### src/rtl/wb_stage.sv
// Write-back stage: selects/extends register-file write data, owns HI/LO,
// executes SYSCALL display/halt and counts retired instructions.
module wb_stage #(
    parameter int PC_BITS   = 32,
    parameter int IR_BITS   = 32,
    parameter int DATA_BITS = 32,
    parameter int CNT_BITS  = 32
) (
    input  logic                 clk,
    input  logic                 rst_n,
    input  logic [PC_BITS-1:0]   PC_in,
    input  logic [IR_BITS-1:0]   IR_in,
    input  logic [DATA_BITS-1:0] alu_out,
    input  logic [DATA_BITS-1:0] alu_out2,
    input  logic [DATA_BITS-1:0] mem_out,
    input  logic [5:0]           write,
    input  logic                 RegWrite,
    input  logic                 MemToReg,
    input  logic                 Jal,
    input  logic [1:0]           ExtrWord,
    input  logic                 ExtrSigned,
    input  logic [1:0]           LHToReg,
    input  logic                 ToLH,
    input  logic                 Syscall,
    input  logic [DATA_BITS-1:0] v0,
    input  logic [DATA_BITS-1:0] a0,
    output logic                 reg_we,
    output logic [4:0]           reg_waddr,
    output logic [DATA_BITS-1:0] reg_wdata,
    output logic [DATA_BITS-1:0] hi_q,
    output logic [DATA_BITS-1:0] lo_q,
    output logic                 disp_valid,
    output logic [DATA_BITS-1:0] disp_data,
    output logic                 halted,
    output logic [CNT_BITS-1:0]  retired
);

    typedef enum logic {
        RUN,
        HALT
    } state_e;

    state_e               state_q, state_d;
    logic [DATA_BITS-1:0] hi_d, lo_d;
    logic [DATA_BITS-1:0] disp_data_q, disp_data_d;
    logic                 disp_valid_q, disp_valid_d;
    logic [CNT_BITS-1:0]  retired_q, retired_d;

    logic [7:0]           byte_sel;
    logic [15:0]          half_sel;
    logic [DATA_BITS-1:0] ext_data;
    logic                 running;

    assign running = (state_q == RUN);

    always_comb begin
        byte_sel = mem_out[7:0];
        unique case (alu_out[1:0])
            2'd0: byte_sel = mem_out[7:0];
            2'd1: byte_sel = mem_out[15:8];
            2'd2: byte_sel = mem_out[23:16];
            2'd3: byte_sel = mem_out[31:24];
        endcase
        half_sel = alu_out[1] ? mem_out[31:16] : mem_out[15:0];
        unique case (ExtrWord)
            2'b01: ext_data = {{(DATA_BITS-8){ExtrSigned & byte_sel[7]}},
                               byte_sel};
            2'b10: ext_data = {{(DATA_BITS-16){ExtrSigned & half_sel[15]}},
                               half_sel};
            default: ext_data = mem_out;
        endcase
    end

    // Also the WB forwarding source, so this path stays purely combinational.
    always_comb begin
        if (Jal)
            reg_wdata = DATA_BITS'(PC_in + PC_BITS'(4));
        else if (LHToReg == 2'b01)
            reg_wdata = lo_q;
        else if (LHToReg == 2'b10)
            reg_wdata = hi_q;
        else if (MemToReg)
            reg_wdata = ext_data;
        else
            reg_wdata = alu_out;
    end

    assign reg_waddr = write[4:0];
    assign reg_we    = RegWrite & running & (write[4:0] != 5'd0);

    always_comb begin
        state_d      = state_q;
        hi_d         = hi_q;
        lo_d         = lo_q;
        disp_data_d  = disp_data_q;
        disp_valid_d = 1'b0;
        retired_d    = retired_q;
        if (running) begin
            if (ToLH) begin
                lo_d = alu_out;
                hi_d = alu_out2;
            end
            if (IR_in != '0)
                retired_d = retired_q + 1'b1;
            if (Syscall) begin
                if (v0 == DATA_BITS'(10)) begin
                    state_d = HALT;
                end else begin
                    disp_data_d  = a0;
                    disp_valid_d = 1'b1;
                end
            end
        end
    end

    always_ff @(posedge clk or negedge rst_n) begin
        if (!rst_n) begin
            state_q      <= RUN;
            hi_q         <= '0;
            lo_q         <= '0;
            disp_data_q  <= '0;
            disp_valid_q <= 1'b0;
            retired_q    <= '0;
        end else begin
            state_q      <= state_d;
            hi_q         <= hi_d;
            lo_q         <= lo_d;
            disp_data_q  <= disp_data_d;
            disp_valid_q <= disp_valid_d;
            retired_q    <= retired_d;
        end
    end

    assign halted     = (state_q == HALT);
    assign disp_valid = disp_valid_q;
    assign disp_data  = disp_data_q;
    assign retired    = retired_q;

endmodule

### config.mk
export PLATFORM = sky130hd
export DESIGN_NAME = wb_stage
export DESIGN_NICKNAME = d
export VERILOG_FILES = /design/src/rtl/wb_stage.sv
export SDC_FILE = /design/constraint.sdc
export NUM_CORES = 1
export LEC_CHECK = 0
export BUFFER_PORTS_ARGS = -buffer_cell sky130_fd_sc_hd__buf_2
export CAP_MARGIN = 20
export CORE_AREA = 5 5 158 160
export CTS_CLUSTER_SIZE = 40
export DETAILED_ROUTE_END_ITERATION = 7
export DIE_AREA = 0 0 163 165
export GPL_TIMING_DRIVEN = 0
export PLACE_DENSITY_LB_ADDON = 0.1
export SLEW_MARGIN = 10
export SYNTH_ARGS = -nofsm -noshare
export SYNTH_HDL_FRONTEND = slang
export SYNTH_SLANG_ARGS = --single-unit
### constraint.sdc
create_clock -name clk -period 2.6 [get_ports clk]
set_input_delay 0 -clock clk [delete_from_list [all_inputs] [get_ports clk]]
set_output_delay 0 -clock clk [all_outputs]
set_load 0.01 [all_outputs]
==> tab_implementation.tex, run 1 <==
\begin{tabular}{lr}
\hline
Metric & Value \\
\hline
\multicolumn{2}{l}{\textbf{Global routing}} \\
\quad Overall fraction of global-route tracks in use & 24.95\% \\
\quad Initial antenna violation count & 2 \\
\quad Vias in the first global route & $\sim$9,000 \\
\quad Largest net degree at the start of global routing & 72 \\
\quad First-pass GRT wire length & around 52 mm \\
\quad Aggregate global routing overflow & 0 \\
\multicolumn{2}{l}{\textbf{Yosys}} \\
\quad Number of library cell types mapped by synthesis & between 70 and 80 \\
\quad Gate count of the mapped netlist & roughly 850 \\
\quad Cell types with the highest counts after synthesis & sky130\_fd\_sc\_hd\_\_nand2\_1, sky130\_fd\_sc\_hd\_\_dfrtp\_1, sky130\_fd\_sc\_hd\_\_nor2\_1 \\
\quad Primary FF master, synth & sky130\_fd\_sc\_hd\_\_dfrtp\_1 \\
\quad Syn\_nets & 1,099 \\
\quad Synth top area cells & sky130\_fd\_sc\_hd\_\_dfrtp\_1, sky130\_fd\_sc\_hd\_\_nand2\_1, sky130\_fd\_sc\_hd\_\_mux2\_2, sky130\_fd\_sc\_hd\_\_xor2\_1, sky130\_fd\_sc\_hd\_\_xnor2\_1 \\
\quad Post-synthesis cell type with the largest combined area & sky130\_fd\_sc\_hd\_\_dfrtp\_1 \\
\quad Seq/Total Area, Yosys & 42.73\% \\
\quad Area fraction of the dominant cell type after synthesis & between 40 and 50\% \\
\quad Seq cells post-synth & 130 \\
\quad EDFF count, synth & 0 \\
\quad Post-synthesis average cell area & 8.926 um2 \\
\quad Cell Area, Synth & 7614 um2 \\
\quad Warnings, synthesis & 0 \\
\quad Share of synthesized flip-flops with an asynchronous set or reset & 100.0\% \\
\quad Library cell with the highest instance count after synthesis & sky130\_fd\_sc\_hd\_\_nand2\_1 \\
\multicolumn{2}{l}{\textbf{Timing}} \\
\quad Hold Vio Cnt, Final & 0 \\
\quad Maximum clock frequency & slightly above 0.4 GHz \\
\quad Setup violations, final & 0 \\
\quad Worst-case hold slack & around 0.026 ns \\
\quad Final clock period utilization by the worst path & between 90\% and 100\% \\
\quad Final setup skew & 0.01068 ns \\
\quad Unrepaired setup endpoints after global routing & no \\
\quad Measured slew at the worst slew-check pin & $\sim$0.75 ns \\
\quad Worst slew margin & $\sim$50\% \\
\quad Tmin final & about 2.4 ns \\
\quad Final number of max-transition violations & 0 \\
\multicolumn{2}{l}{\textbf{Power}} \\
\quad Total leakage power & between 5 and 6 nW \\
\quad Switching part of the total power & 32.80\% \\
\quad Power per standard cell area & roughly 520 nW/um2 \\
\quad Part of the power in the clock network & 39.4\% \\
\quad Sequential Power Share & a little under two fifths \\
\quad Total power of the final layout & between 6 and 7 mW \\
\quad Internal Dissipation & approximately 4.1 mW \\
\quad Net load switching power & around 2.0 mW \\
\quad Combinational share of power & a little under a quarter \\
\quad Max IR drop VDD & approximately 0.35 mV \\
\multicolumn{2}{l}{\textbf{Floorplan}} \\
\quad Die boundary height & $\sim$170 um \\
\quad Die area & about 27,000 um2 \\
\quad Total number of placement rows & 56 \\
\quad IO Count & 410 \\
\quad Placeable core region & around 23,000 um2 \\
\quad Die Wd & between 150 and 200 um \\
\quad Starting density of the core & around 33\% \\
\multicolumn{2}{l}{\textbf{Clock network}} \\
\quad Clock insertion delay at the later pin of the skew report & between 0.4 and 0.5 ns \\
\quad Clock tree from TritonCTS & yes \\
\quad CTS H-tree depth & 4 \\
\quad Number of clock sinks & 130 \\
\quad Clock tree root driver cell & sky130\_fd\_sc\_hd\_\_clkbuf\_16 \\
\quad Largest buffer count on any clock path & 2 \\
\quad Clk pin slew, worst setup/hold paths & 0.06 ns \\
\quad Total clock buffers created by CTS & 17 \\
\quad Post-cts repair resize count & 0 \\
\multicolumn{2}{l}{\textbf{Finish}} \\
\quad Layout Nets & 1,622 \\
\quad Layout overhead on the synthesized area & 52.77\% \\
\quad Area used by multi-input combinational logic & $\sim$4000 um2 \\
\quad Fraction of layout cells with a size suffix above 1 & a little under two fifths \\
\quad Register Area & between 3000 and 4000 um2 \\
\quad Final Core Density & between 50\% and 60\% \\
\quad Number of fillers in the final layout & approximately 2,300 \\
\multicolumn{2}{l}{\textbf{Detailed routing}} \\
\quad Total wire length after detailed routing & approximately 34 mm \\
\quad Post-route ant nets & 0 \\
\quad Average via count per standard cell & approximately 5 \\
\quad Routed vias & $\sim$8,600 \\
\quad Number of design rule violations left after detail routing & 0 \\
\quad Routed wire length per instance & 20.15 um \\
\quad Drt first-iter violations & 590 \\
\quad Pre-antenna DRT Iters & 6 \\
\multicolumn{2}{l}{\textbf{Setup path}} \\
\quad Cell class contributing the biggest share of worst-path delay & buffers and inverters \\
\quad Cells along the critical path & buf\_2 -> inv\_1 -> ha\_1 -> buf\_2 -> clkinv\_1 -> nor2\_1 -> buf\_2 -> a221oi\_1 -> o22ai\_1 -> buf\_2 \\
\quad Signal arrival time at the worst endpoint & between 2 and 2.5 ns \\
\quad Data required time at the worst endpoint & approximately 2.6 ns \\
\quad Critical path class & primary input to primary output \\
\quad Startpoint kind of the worst setup timing path & primary input \\
\quad Most numerous cell on the critical path & sky130\_fd\_sc\_hd\_\_buf\_2 \\
\quad Slowest stage delay, CP & 0.50 ns \\
\quad Max FO, Critical Path & 10 \\
\quad Number of buffers and inverters on the critical path & 6 \\
\quad Endpoint type of the worst setup path & primary output \\
\quad Master of the slowest instance on the critical path & sky130\_fd\_sc\_hd\_\_nor2\_1 \\
\multicolumn{2}{l}{\textbf{Placement}} \\
\quad Placed wire-length estimate & roughly 27 mm \\
\quad Global placement routability congestion & between 0.9 and 1 \\
\quad IO buf count & $\sim$410 \\
\multicolumn{2}{l}{\textbf{Hold path}} \\
\quad Worst hold path type & primary input to flip-flop \\
\multicolumn{2}{l}{\textbf{Status}} \\
\quad Outcome & finished clean \\
\multicolumn{2}{l}{\textbf{Run}} \\
\quad Max-cap viol count & 0 \\
\hline
\end{tabular}
## sequential cells by signal, summed over array words and instances (netlist names)
name	cells
disp_valid	1
halted	1
retired	32
lo_q	32
hi_q	32
disp_data	32
## final timing paths
kind / cells after the start / slack [ns] / startpoint / endpoint
max: 10 / 0.16 / ExtrWord[0] / reg_wdata[19]
min: 5 / 0.03 / v0[27] / halted
max reg2reg: 7 / 0.65 / retired[0] / retired[18]
min reg2reg: 1 / 0.47 / retired[31] / retired[31]
max in group asynchronous: 3 / 1.68 / rst_n / hi_q[20]
min in group asynchronous: 2 / 0.13 / rst_n / retired[2]
## routing by layer
metal  global-route usage (%)  vias to the layer above  wire [um]
li1                         -                     4097          -
met1                    32.94                     4128      14750
met2                    41.28                      351      16520
met3                    5.615                       45       2424
met4                    7.091                        2        740
met5                        0                        -         11
## power groups by stage
stage / sequential [mW] / combinational [mW] / clock, mW
global placement: 2.30 / 1.26 / 0
floorplan: 2.35 / 0.509 / 0
global route: 2.29 / 1.51 / 2.53
CTS: 2.27 / 1.39 / 2.44
finish: 2.27 / 1.39 / 2.38
detailed placement: 2.31 / 1.27 / 0
## final cells by class
class | count | share of cell area (%)
Sequential cell | 130 | 27.97
Clock inverter | 15 | 1.345
Inverter | 16 | 0.5163
Timing Repair Buffer | 504 | 26.06
Clock buffer | 17 | 3.657
Tap cell | 319 | 3.432
Buffer | 56 | 2.216
Antenna cell | 2 | 0.04303
Multi-Input combinational cell | 651 | 34.76
## kinds of logic after synthesis
logic type	share of synthesized area (%)
AND/OR/NAND/NOR	24.44
AO/OA/AOI/OAI	15.04
flip-flops	42.73
buffers and inverters	4.174
XOR/XNOR	6.787
multiplexers	6.179
adder cells (fa/ha/maj)	0.6574
## per-stage QoR
step / cells / setup WS [ns] / setup TNS [ns] / instance area, um2
after floorplan: 853 / 0.9150 / 0 / 7614
after global placement: 1579 / -0.4270 / -53.07 / 10050
after detailed placement: 1580 / 0.2391 / 0 / 10080
after CTS: 1708 / 0.2329 / 0 / 11630
after global routing: 1708 / 0.1025 / 0 / 11630
final: 1710 / 0.1569 / 0 / 11630
## placed cells by master (no fill, tap or decap), types with 4 or more instances in the layout
cell type	instances
sky130_fd_sc_hd__ha_1	4
sky130_fd_sc_hd__a22oi_1	6
sky130_fd_sc_hd__a31oi_1	6
sky130_fd_sc_hd__nand4_1	17
sky130_fd_sc_hd__inv_8	4
sky130_fd_sc_hd__clkbuf_16	17
sky130_fd_sc_hd__inv_6	6
sky130_fd_sc_hd__dlygate4sd3_1	96
sky130_fd_sc_hd__mux2_2	37
sky130_fd_sc_hd__nor3_1	13
sky130_fd_sc_hd__and4_1	4
sky130_fd_sc_hd__buf_2	414
sky130_fd_sc_hd__nor2b_1	7
sky130_fd_sc_hd__a221oi_1	10
sky130_fd_sc_hd__o21ai_0	17
sky130_fd_sc_hd__xnor2_1	27
sky130_fd_sc_hd__dfrtp_1	130
sky130_fd_sc_hd__inv_1	14
sky130_fd_sc_hd__clkbuf_1	37
sky130_fd_sc_hd__buf_4	6
sky130_fd_sc_hd__xor2_1	32
sky130_fd_sc_hd__nor2_1	38
sky130_fd_sc_hd__and3_1	14
sky130_fd_sc_hd__nand2b_1	5
sky130_fd_sc_hd__a221oi_2	8
sky130_fd_sc_hd__nand3_1	30
sky130_fd_sc_hd__o22ai_1	26
sky130_fd_sc_hd__a21oi_1	25
sky130_fd_sc_hd__o221ai_1	25
sky130_fd_sc_hd__nor4_1	18
sky130_fd_sc_hd__nand2_1	225
## tightest hold or removal path, cell delays in order
cell	delay, ns
sky130_fd_sc_hd__buf_2	0.08
sky130_fd_sc_hd__nor4_1	0.04
sky130_fd_sc_hd__nand4_1	0.06
sky130_fd_sc_hd__nor2_1	0.06
sky130_fd_sc_hd__a21o_1	0.17
## what timing repair did
| action | CTS | global route |
|---|---|---|
| hold buffers | 96 | 0 |
| buffers inserted | 0 | 0 |
| endpoints found under the setup margin | 0 | 0 |
| endpoints found under the hold margin | 154 | 0 |
(Power assumes the default switching activity.)
==> inputs of run 2 (changes only) <==
PLACE_DENSITY = 0.67   (was unset)
PLACE_DENSITY_LB_ADDON = unset   (was 0.1)
==> run 2 against run 1 <==
Non-clock buffer count stayed put. Critical path depth stayed put. Sequential cell count stayed put. Sequential power hardly changed. Combinational power hardly changed. Utilization is 0.075 points lower. Wire length is 1.9% higher. Clock power is 2% lower. Critical endpoint unchanged. Cell count hardly changed. Global-route usage hardly changed. Setup slack better by 0.065 ns. Clock-buffer cell count stayed put. Largest power group unchanged.
==> tab_implementation.tex, run 2 (same netlist as run 1, synthesis figures left out) <==
\begin{tabular}{lr}
\hline
Metric & Value \\
\hline
\multicolumn{2}{l}{\textbf{Setup path}} \\
\quad Max FO, Critical Path & 10 \\
\quad FF-to-FF path depth & 5 \\
\quad Endpoint type of the worst setup path & primary output \\
\quad Cells along the critical path & buf\_2 -> inv\_1 -> ha\_1 -> buf\_2 -> clkinv\_1 -> nor2\_1 -> buf\_2 -> a221oi\_1 -> o22ai\_1 -> buf\_2 \\
\quad Flop-to-flop setup slack & around 0.61 ns \\
\quad Slowest stage delay, CP & roughly 0.45 ns \\
\quad Endpoint of the most critical register-to-register path & hi\_q[31] \\
\quad Signal arrival time at the worst endpoint & roughly 2.4 ns \\
\quad Startpoint kind of the worst setup timing path & primary input \\
\quad Data required time at the worst endpoint & roughly 2.6 ns \\
\quad Critical path class & primary input to primary output \\
\quad Master of the slowest instance on the critical path & sky130\_fd\_sc\_hd\_\_nor2\_1 \\
\quad Source of the critical timing path & ExtrWord[0] \\
\quad Start of the worst register-to-register path & halted \\
\quad Most numerous cell on the critical path & sky130\_fd\_sc\_hd\_\_buf\_2 \\
\multicolumn{2}{l}{\textbf{Clock network}} \\
\quad Number of buffers inserted by post-CTS setup repair & 0 \\
\quad Clock tree from TritonCTS & yes \\
\quad Total clock buffers created by CTS & 17 \\
\quad Clk pin slew, worst setup/hold paths & $\sim$0.060 ns \\
\quad Number of clock sinks & 130 \\
\quad Largest buffer count on any clock path & 2 \\
\quad Post-cts repair resize count & 0 \\
\quad CTS H-tree depth & 4 \\
\quad Clock tree root driver cell & sky130\_fd\_sc\_hd\_\_clkbuf\_16 \\
\quad Clock insertion delay at the later pin of the skew report & 0.42 ns \\
\multicolumn{2}{l}{\textbf{Timing}} \\
\quad Tmin final & about 2.4 ns \\
\quad Final setup skew & roughly 0.012 ns \\
\quad Final clock period utilization by the worst path & 91.45\% \\
\quad Maximum clock frequency & about 0.42 GHz \\
\quad Final number of max-transition violations & 0 \\
\quad Worst slew margin & between 40\% and 50\% \\
\quad Unrepaired setup endpoints after global routing & no \\
\quad Setup violations, final & 0 \\
\quad Measured slew at the worst slew-check pin & around 0.84 ns \\
\quad Hold Vio Cnt, Final & 0 \\
\multicolumn{2}{l}{\textbf{Global routing}} \\
\quad Initial antenna violation count & 2 \\
\quad First-pass GRT wire length & 51.69 mm \\
\quad Vias in the first global route & roughly 9,000 \\
\quad Aggregate global routing overflow & 0 \\
\quad Largest net degree at the start of global routing & 83 \\
\quad Overall fraction of global-route tracks in use & about 25\% \\
\multicolumn{2}{l}{\textbf{Placement}} \\
\quad Placed wire-length estimate & roughly 28 mm \\
\quad IO buf count & around 410 \\
\quad Global placement routability congestion & 0.9173 \\
\quad Placed cell count & approximately 1,600 \\
\multicolumn{2}{l}{\textbf{Power}} \\
\quad Total power of the final layout & around 6 mW \\
\quad Max IR drop VDD & about 0.37 mV \\
\quad Total leakage power & $\sim$5.7 nW \\
\quad Power per standard cell area & a little over 500 nW/um2 \\
\multicolumn{2}{l}{\textbf{Finish}} \\
\quad Layout overhead on the synthesized area & 52.54\% \\
\quad Fin cells & 1,709 \\
\quad Fraction of layout cells with a size suffix above 1 & 37.29\% \\
\quad Final Core Density & 49.92\% \\
\quad Layout Nets & about 1,600 \\
\quad Top library cells by usage in the layout, fill and taps aside & sky130\_fd\_sc\_hd\_\_buf\_2, sky130\_fd\_sc\_hd\_\_nand2\_1, sky130\_fd\_sc\_hd\_\_dfrtp\_1 \\
\quad Most common cell after layout, fill and taps aside & sky130\_fd\_sc\_hd\_\_buf\_2 \\
\multicolumn{2}{l}{\textbf{Hold path}} \\
\quad Source of the worst hold timing path & v0[14] \\
\quad Hold Crit Endpoint & halted \\
\quad Worst hold path type & primary input to flip-flop \\
\quad Worst hold stages & 5 \\
\multicolumn{2}{l}{\textbf{Detailed routing}} \\
\quad Pre-antenna DRT Iters & 6 \\
\quad Routed vias & approximately 9,000 \\
\quad Total wire length after detailed routing & roughly 35 mm \\
\quad Drt first-iter violations & 503 \\
\quad Routed wire length per instance & 20.55 um \\
\quad Number of design rule violations left after detail routing & 0 \\
\quad Average via count per standard cell & about 5.2 \\
\quad Post-route ant nets & 0 \\
\multicolumn{2}{l}{\textbf{Floorplan}} \\
\quad IO Count & 410 \\
\quad Die Wd & roughly 160 um \\
\quad Placeable core region & approximately 23,000 um2 \\
\quad Die area & 26,900 um2 \\
\quad Total number of placement rows & 56 \\
\quad Die boundary height & about 170 um \\
\quad Starting density of the core & 32.73\% \\
\multicolumn{2}{l}{\textbf{Status}} \\
\quad Outcome & finished clean \\
\multicolumn{2}{l}{\textbf{Run}} \\
\quad Max-cap viol count & 0 \\
\hline
\end{tabular}
==> run 2: power by group <==
| part | switching [mW] | internal, mW | leakage [nW] |
|---|---|---|---|
| Combinational | 0.787 | 0.614 | 3.88 |
| Sequential | 0.112 | 2.16 | 1.59 |
| Clock | 1.07 | 1.27 | 0.272 |
| Total | 1.97 | 4.04 | 5.74 |
==> run 2: what timing repair did <==
| action | CTS | global route |
|---|---|---|
| hold buffers | 96 | 0 |
| endpoints found under the hold margin | 176 | 0 |
| endpoints found under the setup margin | 0 | 0 |
==> run 2: final cells by class <==
class,instances,area [um2]
fill,2239,11650
multi-input combinational,651,4043
sequential,130,3253
timing repair buffer,504,3032
clock buffer,17,425.4
tap,319,399.1
buffer,56,257.7
clock inverter,15,141.4
inverter,16,60.06
antenna,1,2.502
==> run 2: how the worst max path moves through the flow <==
stage	to	slack (ns)	cells after the start
CTS	reg_wdata[19]	0.29	10
global placement	hi_q[17]	-0.34	1
global route	reg_wdata[19]	0.13	10
floorplan	retired[20]	0.92	7
finish	reg_wdata[19]	0.22	10
detailed placement	reg_wdata[19]	0.30	10
==> run 2: critical path: cells and delay by family <==
| kind | cells | cell delay [ns] |
|---|---|---|
| compound gates | 2 | 0.40 |
| fa+ha+maj | 1 | 0.26 |
| buf+inv | 6 | 1.25 |
| simple gates | 1 | 0.45 |
==> run 2: per-stage QoR <==
stage,worst slack [ns],hold slack [ns],instance area (um2),setup TNS [ns]
final,0.2224,0.04556,11610,0
after floorplan,0.9150,-0.2956,7614,0
after global routing,0.1326,0.06206,11610,0
after global placement,-0.3427,0.1909,10050,-42.63
after detailed placement,0.3013,0.1093,10080,0
after CTS,0.2943,0.02390,11610,0
==> run 2: metal layers <==
| layer | GRT usage [%] | wire (um) | part of all wire, % | vias to the layer above |
|---|---|---|---|---|
| met5 | 0 | 13 | 0.037 | - |
| met4 | 6.519 | 673 | 1.9 | 2 |
| met3 | 4.891 | 2614 | 7.4 | 53 |
| met2 | 42.66 | 17070 | 49 | 407 |
| met1 | 32.59 | 14750 | 42 | 4286 |
| li1 | - | - | - | 4101 |
